**config.mk**
```make
export PLATFORM = sky130hd
export DESIGN_NAME = contador_limites
export DESIGN_NICKNAME = d
export VERILOG_FILES = /design/src/rtl/contador_limites.sv
export SDC_FILE = /design/constraint.sdc
export NUM_CORES = 1
export LEC_CHECK = 0
export ABC_AREA = 1
export CAP_MARGIN = 30
export CORE_MARGIN = 2
export CORE_UTILIZATION = 59
export DETAILED_ROUTE_END_ITERATION = 8
export MAX_ROUTING_LAYER = met4
export PLACE_DENSITY = 0.87
export SYNTH_ARGS = -nofsm -noshare
export SYNTH_HDL_FRONTEND = slang
export SYNTH_SLANG_ARGS = --single-unit
```
**constraint.sdc**
```tcl
create_clock -name clock -period 5.2 [get_ports clock]
set_input_delay 1.3 -clock clock [delete_from_list [all_inputs] [get_ports clock]]
set_output_delay 1.3 -clock clock [all_outputs]
set_load 0.1 [all_outputs]
```
**src/rtl/contador_limites.sv**
```systemverilog
// Bounded up/down counter with load clamp, wrap/saturate modes, sticky flags; optional prescaler via CONTADOR_LIMITES_PRESCALER_EN.
// Latency: one edge from request to counterN/tc/ovf/unf; at_max/at_min/err are combinational.
// Backpressure: none; the count holds whenever enable is low, load is pending or the limits are invalid.
module contador_limites #(
    parameter int N         = 8,
    parameter int STEP_W    = 4,
    parameter int PRESC_DIV = 4
) (
    input  logic              clock,
    input  logic              reset,
    input  logic              enable,
    input  logic              dec,
    input  logic              load,
    input  logic [N-1:0]      load_value,
    input  logic [STEP_W-1:0] step,
    input  logic              mode_sat,
    input  logic [N-1:0]      limit_lo,
    input  logic [N-1:0]      limit_hi,
    output logic [N-1:0]      counterN,
    output logic              tc,
    output logic              ovf,
    output logic              unf,
    output logic              at_max,
    output logic              at_min,
    output logic              err
);

    logic               qualify;
    logic               tick;
    logic               do_count;
    logic               do_load;
    logic               up_evt;
    logic               dn_evt;
    logic [N:0]         step_ext;
    logic [N:0]         sum;
    logic signed [N:0]  diff;
    logic [N-1:0]       load_clamped;

    assign err     = limit_lo > limit_hi;
    assign at_max  = counterN == limit_hi;
    assign at_min  = counterN == limit_lo;
    assign do_load = load && !err;
    assign qualify = enable && !load && !err;

    // step is assumed no wider than N, so N+1 bits hold both the sum and the signed difference
    assign step_ext = (N+1)'(step);
    assign sum      = {1'b0, counterN} + step_ext;
    assign diff     = $signed({1'b0, counterN}) - $signed(step_ext);
    assign up_evt   = sum > {1'b0, limit_hi};
    assign dn_evt   = diff < $signed({1'b0, limit_lo});

    always_comb begin
        load_clamped = load_value;
        if (load_value < limit_lo)
            load_clamped = limit_lo;
        else if (load_value > limit_hi)
            load_clamped = limit_hi;
    end

`ifdef CONTADOR_LIMITES_PRESCALER_EN
    localparam int PW = $clog2(PRESC_DIV);
    logic [PW-1:0] presc_cnt;

    // tick marks the qualifying cycle that completes a full PRESC_DIV period
    assign tick = presc_cnt == PW'(PRESC_DIV - 1);

    always_ff @(posedge clock) begin
        if (reset)
            presc_cnt <= '0;
        else if (do_load)
            presc_cnt <= '0;
        else if (qualify)
            presc_cnt <= tick ? '0 : presc_cnt + 1'b1;
    end
`else
    assign tick = 1'b1;
`endif

    assign do_count = qualify && tick && (step != '0);

    always_ff @(posedge clock) begin
        if (reset) begin
            counterN <= '0;
            tc       <= 1'b0;
            ovf      <= 1'b0;
            unf      <= 1'b0;
        end else begin
            tc <= 1'b0;
            if (do_load) begin
                counterN <= load_clamped;
                ovf      <= 1'b0;
                unf      <= 1'b0;
            end else if (do_count) begin
                if (!dec) begin
                    if (up_evt) begin
                        counterN <= mode_sat ? limit_hi : limit_lo;
                        tc       <= 1'b1;
                        ovf      <= 1'b1;
                    end else begin
                        counterN <= sum[N-1:0];
                    end
                end else begin
                    if (dn_evt) begin
                        counterN <= mode_sat ? limit_lo : limit_hi;
                        tc       <= 1'b1;
                        unf      <= 1'b1;
                    end else begin
                        counterN <= diff[N-1:0];
                    end
                end
            end
        end
    end

endmodule

```
# == Yosys cells after proc, flatten, opt, wreduce, memory -nomap -nowiden ==
# Cells that the tools add are included.
# totals
reg_bits,11
in_bits,34
output_inout_bits,14
word_cells,39
# op_classes
n_addsub,2
n_lt_le_gt_ge,5
eq_ne,2
muxes,12
n_bitwise,2
reduce_logical,12
# ops
operator,n
8-bit two-way mux,9
8-bit equality test,2
8-bit > comparator,2
8-bit by 4-bit adder with 9-bit output,1
9-bit by 8-bit > comparator with 1-bit output,1
9-bit < comparator,1
8-bit by 4-bit subtractor with 9-bit output,1
8-bit < comparator,1
3-bit AND reduction,2
1-bit logical AND,4
4-bit nonzero test,1
1-bit two-way mux,3
3-bit OR reduction,1
1-bit logical NOT,2
1-bit NOT,2
2-bit nonzero test,1
2-bit OR reduction,1

# == Depth between registers and ports, before layout ==
# Gate-level depths: netlist of run 1.
# depth
depth_word,6
mapped_depth,27
mapped_depth_nobuf,26

# == Least setup slack after synthesis of run 1 ==
# OpenSTA, ideal clock, no wires.
# synth_path
path_type,input -> output
startpoint,input port limit_lo[4]
endpoint,output port at_min
arrival_ns,4.502
required_time_ns,3.900
slack_ns,-0.602
cell_stages,5
n_path_buf,0
path_cell_list,inv_1 nand2_1 a21oi_1 nand3_1 nor4_1
# synth_between
elab_chain_len,1
# synth_lines
item,line,rtl
"start, declared",17,"input logic [N-1:0] limit_lo,"
8-bit equality test,41,assign at_min = counterN == limit_lo;
"end, declared",24,"output logic at_min,"
# Every way passes these cells.

# == Worst setup path after layout of run 1 ==
# layout_path
startpoint,input port step[2]
endpoint,register counterN[5]
# layout_between
elab_chain_len,6
elab_cells_between_ends,12
classes_between,add/sub: 2; order compare: 2; mux: 5; reduce/logical: 3
# layout_lines
item,line,rtl
"start, declared",15,"input logic [STEP_W-1:0] step,"
8-bit by 4-bit adder with 9-bit output / 8-bit by 4-bit subtractor with 9-bit output (equally long branches),"47, 48",
9-bit by 8-bit > comparator with 1-bit output / 9-bit < comparator (equally long branches),"49, 50",
8-bit two-way mux (on tied branches),"95, 103",
8-bit two-way mux,94,if (!dec) begin
8-bit two-way mux,93,end else if (do_count) begin
8-bit two-way mux,89,if (do_load) begin
"end signal, assigned",90,counterN <= load_clamped;
"end signal, assigned",96,counterN <= mode_sat ? limit_hi : limit_lo;
"end signal, assigned",100,counterN <= sum[N-1:0];
"end, declared",19,"output logic [N-1:0] counterN,"
# Parallel ways exist; a longest one is shown, timed or not. The select of a mux whose other input is x is not followed.
# A chain may end at the register's enable or synchronous reset.

==> run metrics, run 1 <==
final core utilization 0.7307; WP data required 5350 ps; Post-DP HPWL 6633 µm; Final Cycle Share 0.9092; setup bufs post-CTS 0; Worst-path clk slew 50 ps; Area Growth Syn to Fin 19.73%; sequential area share after synthesis 0.08286; Initial Util 0.6103; largest net degree at the start of global routing 33; nets 558; post-cts resize count 0; die span in y 71.12 µm; Wirelength per Cell 15.88 µm; Rows 24; cell mode on critical path nand2_1; layout cells sized above 1 0.05263; CP max stage cell clkdlybuf4s50_1; via count 3100; top achievable clock speed 0.2115 GHz; R2R cell count 22; core area 0.004354 mm²; Yosys cell types 34; Logic pwr share 0.723; remaining antenna violation count 0; global route overflow 0; Die W 71.12 µm; clock power share 0.120; final setup vio count 0; HP Class flop to flop; first-pass GRT wire length 13710 µm; Port Buffer Count 47; worst-path cell chain clkdlybuf4s50_1, inv_1, ha_1, clkinv_1, a21oi_1, nand2_1, a21o_1, nand3_1, nand2_1, nand2_1, inv_1, ha_1, a21oi_1, nand2_1, nand2_1, nand2_2, inv_1, nand2_1, nand3_1, nand2_1, nand2_1, nand3_1, nand2_1, inv_1; final estimated routing congestion in global placement 1.014; register area 220.2 µm²; Async S/R FF share, synth 0; Worst Setup SP step[2]; Filler cells 392; area of the multi-input gates 0.002136 mm²; Post-synth EDFFs 0; minimum clock period 4728 ps; Commonest cells post-synth nand2_1, inv_1, ha_1; post-synth top area cell ha_1; Post-Syn Nets 518; critical path's largest stage delay 510 ps; H-tree level count 1; worst setup path class input port to flop; vias in the first global route 2873; reg-to-reg slack, setup 1660 ps; Synth Flop Type dfxtp_1; deepest clock path buffer count 2; crit path max fanout 12; clk sinks 11; CTS root buf clkbuf_8; worst-margin pin slew 987.9 ps; RR Startpoint counterN[2]; Synth Area per Inst 6.095 µm²; switch share 0.5559; arrival time at the worst endpoint 4870 ps; Peak VDD IR 228.1 µV; DRT iter0 DRCs 324; Ant. Diodes 0; Net Switching 0.0004150 W; P_int 0.0003315 W; power per cell area 234.6 mW/mm²; Total Routing Usage GR 0.3521; RSZ-0062 raised after global routing false; die area 0.005057 mm²; status completed; # DRC 0; Initial DRT Pass Iterations 6; Slew headroom 0.3393; Hold Buf Count CTS 0; clock buffer count from CTS 3; Reg power frac 0.157; Post-Synthesis Cells 436; FF-to-FF End counterN[5]; Worst Setup EP counterN[5]; Fin Setup TNS 0 ps; Fin. Hold Viols 0; yosys warns 0; Leakage 1.711 nW; CP startpoint kind input port; final-report max-slew violation count 0; final WL 8370 µm; Max Cap Viol 0; Via density 5.882; initial antenna violation count 0; Yosys top cell area share 0.2166; most frequent cell after synthesis nand2_1; CP endpoint kind flop; worst skew pair latency 250 ps; Cell Area, Synth 0.002658 mm²; synth top area cells ha_1, nand2_1, inv_1, dfxtp_1, nand3_1; I/O Pins 48; CTS tree yes; #FFs+latches synth 11; Worst Skew 4.627 ps
==> power groups by stage <==
stage / Combinational [W] / Clock (W) / Sequential, W
after floorplan: 0.000340 / 0 / 0.000167
after global placement: 0.000510 / 0 / 0.000118
after detailed placement: 0.000521 / 0 / 0.000118
after CTS: 0.000526 / 0.0000896 / 0.000116
after global routing: 0.000589 / 0.0000935 / 0.000119
final: 0.000539 / 0.0000897 / 0.000117
==> critical path, delay by kind of cell <==
family	cells	cell delay, ps
AOI/OAI and AO/OA	3	590
and+or+nand+nor	13	1150
adders and majority gates	2	800
buffers and inverters	6	1030
==> cell families (layout without fill, tap and decap cells) <==
kind of cell | after synthesis | in the layout | synth area share
adders and majority gates | 48 | 48 | 0.2316
DFF | 11 | 11 | 0.08286
buffers and inverters | 76 | 115 | 0.1182
xor gates and xnor gates | 20 | 20 | 0.06591
and+or+nand+nor | 216 | 216 | 0.3573
AOI/OAI and AO/OA | 65 | 65 | 0.1441
==> flip-flops by register name, indices dropped and copies added (netlist names) <==
signal    cells
ovf           1
unf           1
counterN      8
tc            1
==> layout make-up <==
type / instances / area share
well taps: 52 / 0.02045
multi-input cells: 349 / 0.6713
inverters: 64 / 0.07550
clock buffers: 4 / 0.01416
repair buffers: 47 / 0.1494
flip-flops and latches: 11 / 0.06921
==> placed cells by master, fill, tap and decap left out <==
| cell type | n |
|---|---|
| nor2_2 | 2 |
| nand2_1 | 136 |
| a21o_1 | 2 |
| xnor2_1 | 10 |
| inv_1 | 60 |
| o21ai_0 | 16 |
| clkdlybuf4s50_1 | 44 |
| clkbuf_1 | 1 |
| o211ai_1 | 13 |
| nor4_2 | 2 |
| a21oi_1 | 23 |
| o21bai_1 | 1 |
| nor4_1 | 1 |
| nand2_4 | 1 |
| a21boi_0 | 2 |
| a211oi_1 | 2 |
| nor3b_1 | 1 |
| nand3b_1 | 2 |
| fa_1 | 2 |
| nand4_1 | 7 |
| o21ai_1 | 4 |
| nor3_1 | 2 |
| nand2_2 | 4 |
| a21oi_2 | 2 |
| xor2_1 | 10 |
| buf_12 | 1 |
| clkinv_1 | 1 |
| ha_1 | 46 |
| nor2_1 | 11 |
| nand3_1 | 42 |
| dfxtp_1 | 11 |
| nor2_4 | 1 |
| clkbuf_8 | 3 |
| buf_4 | 2 |
| or2_2 | 2 |
| inv_2 | 3 |
| nand3_2 | 2 |
==> how the worst min path moves through the flow <==
stage               start  endpoint  slack [ps]  cells past startpoint
global route          unf       unf         490                      2
detailed placement    unf       unf         460                      2
global placement      unf       unf         460                      2
floorplan             ovf       ovf         930                      2
CTS                   unf       unf         470                      2
finish                unf       unf         470                      2
==> per-layer routing <==
metal  GRT usage  vias to the layer above  routed length, µm
li1            -                     1511                  -
met1      0.4641                     1367               3634
met2      0.5628                      193               3747
met3     0.04986                       29                739
met4      0.1006                        0                248
met5           -                        -                  0
==> per-stage QoR <==
step	instances	cell area [µm²]	total power, W	hold slack, ps	setup WS, ps
after floorplan	436	2670	0.0005076	931.3	574.7
after global placement	523	3137	0.0006284	459.1	373.6
after detailed placement	523	3137	0.0006389	462.4	366.0
after CTS	527	3182	0.0007317	471.2	592.3
after global routing	527	3182	0.0008012	491.9	186.5
final	527	3182	0.0007464	465.9	472.0
Power figures use the tool's default switching activity.
==> run 2: changes to the inputs <==
- CTS_CLUSTER_SIZE: default -> 14
==> results of run 2 <==
The final DEF is identical to that of run 1; final timing and power are the same.
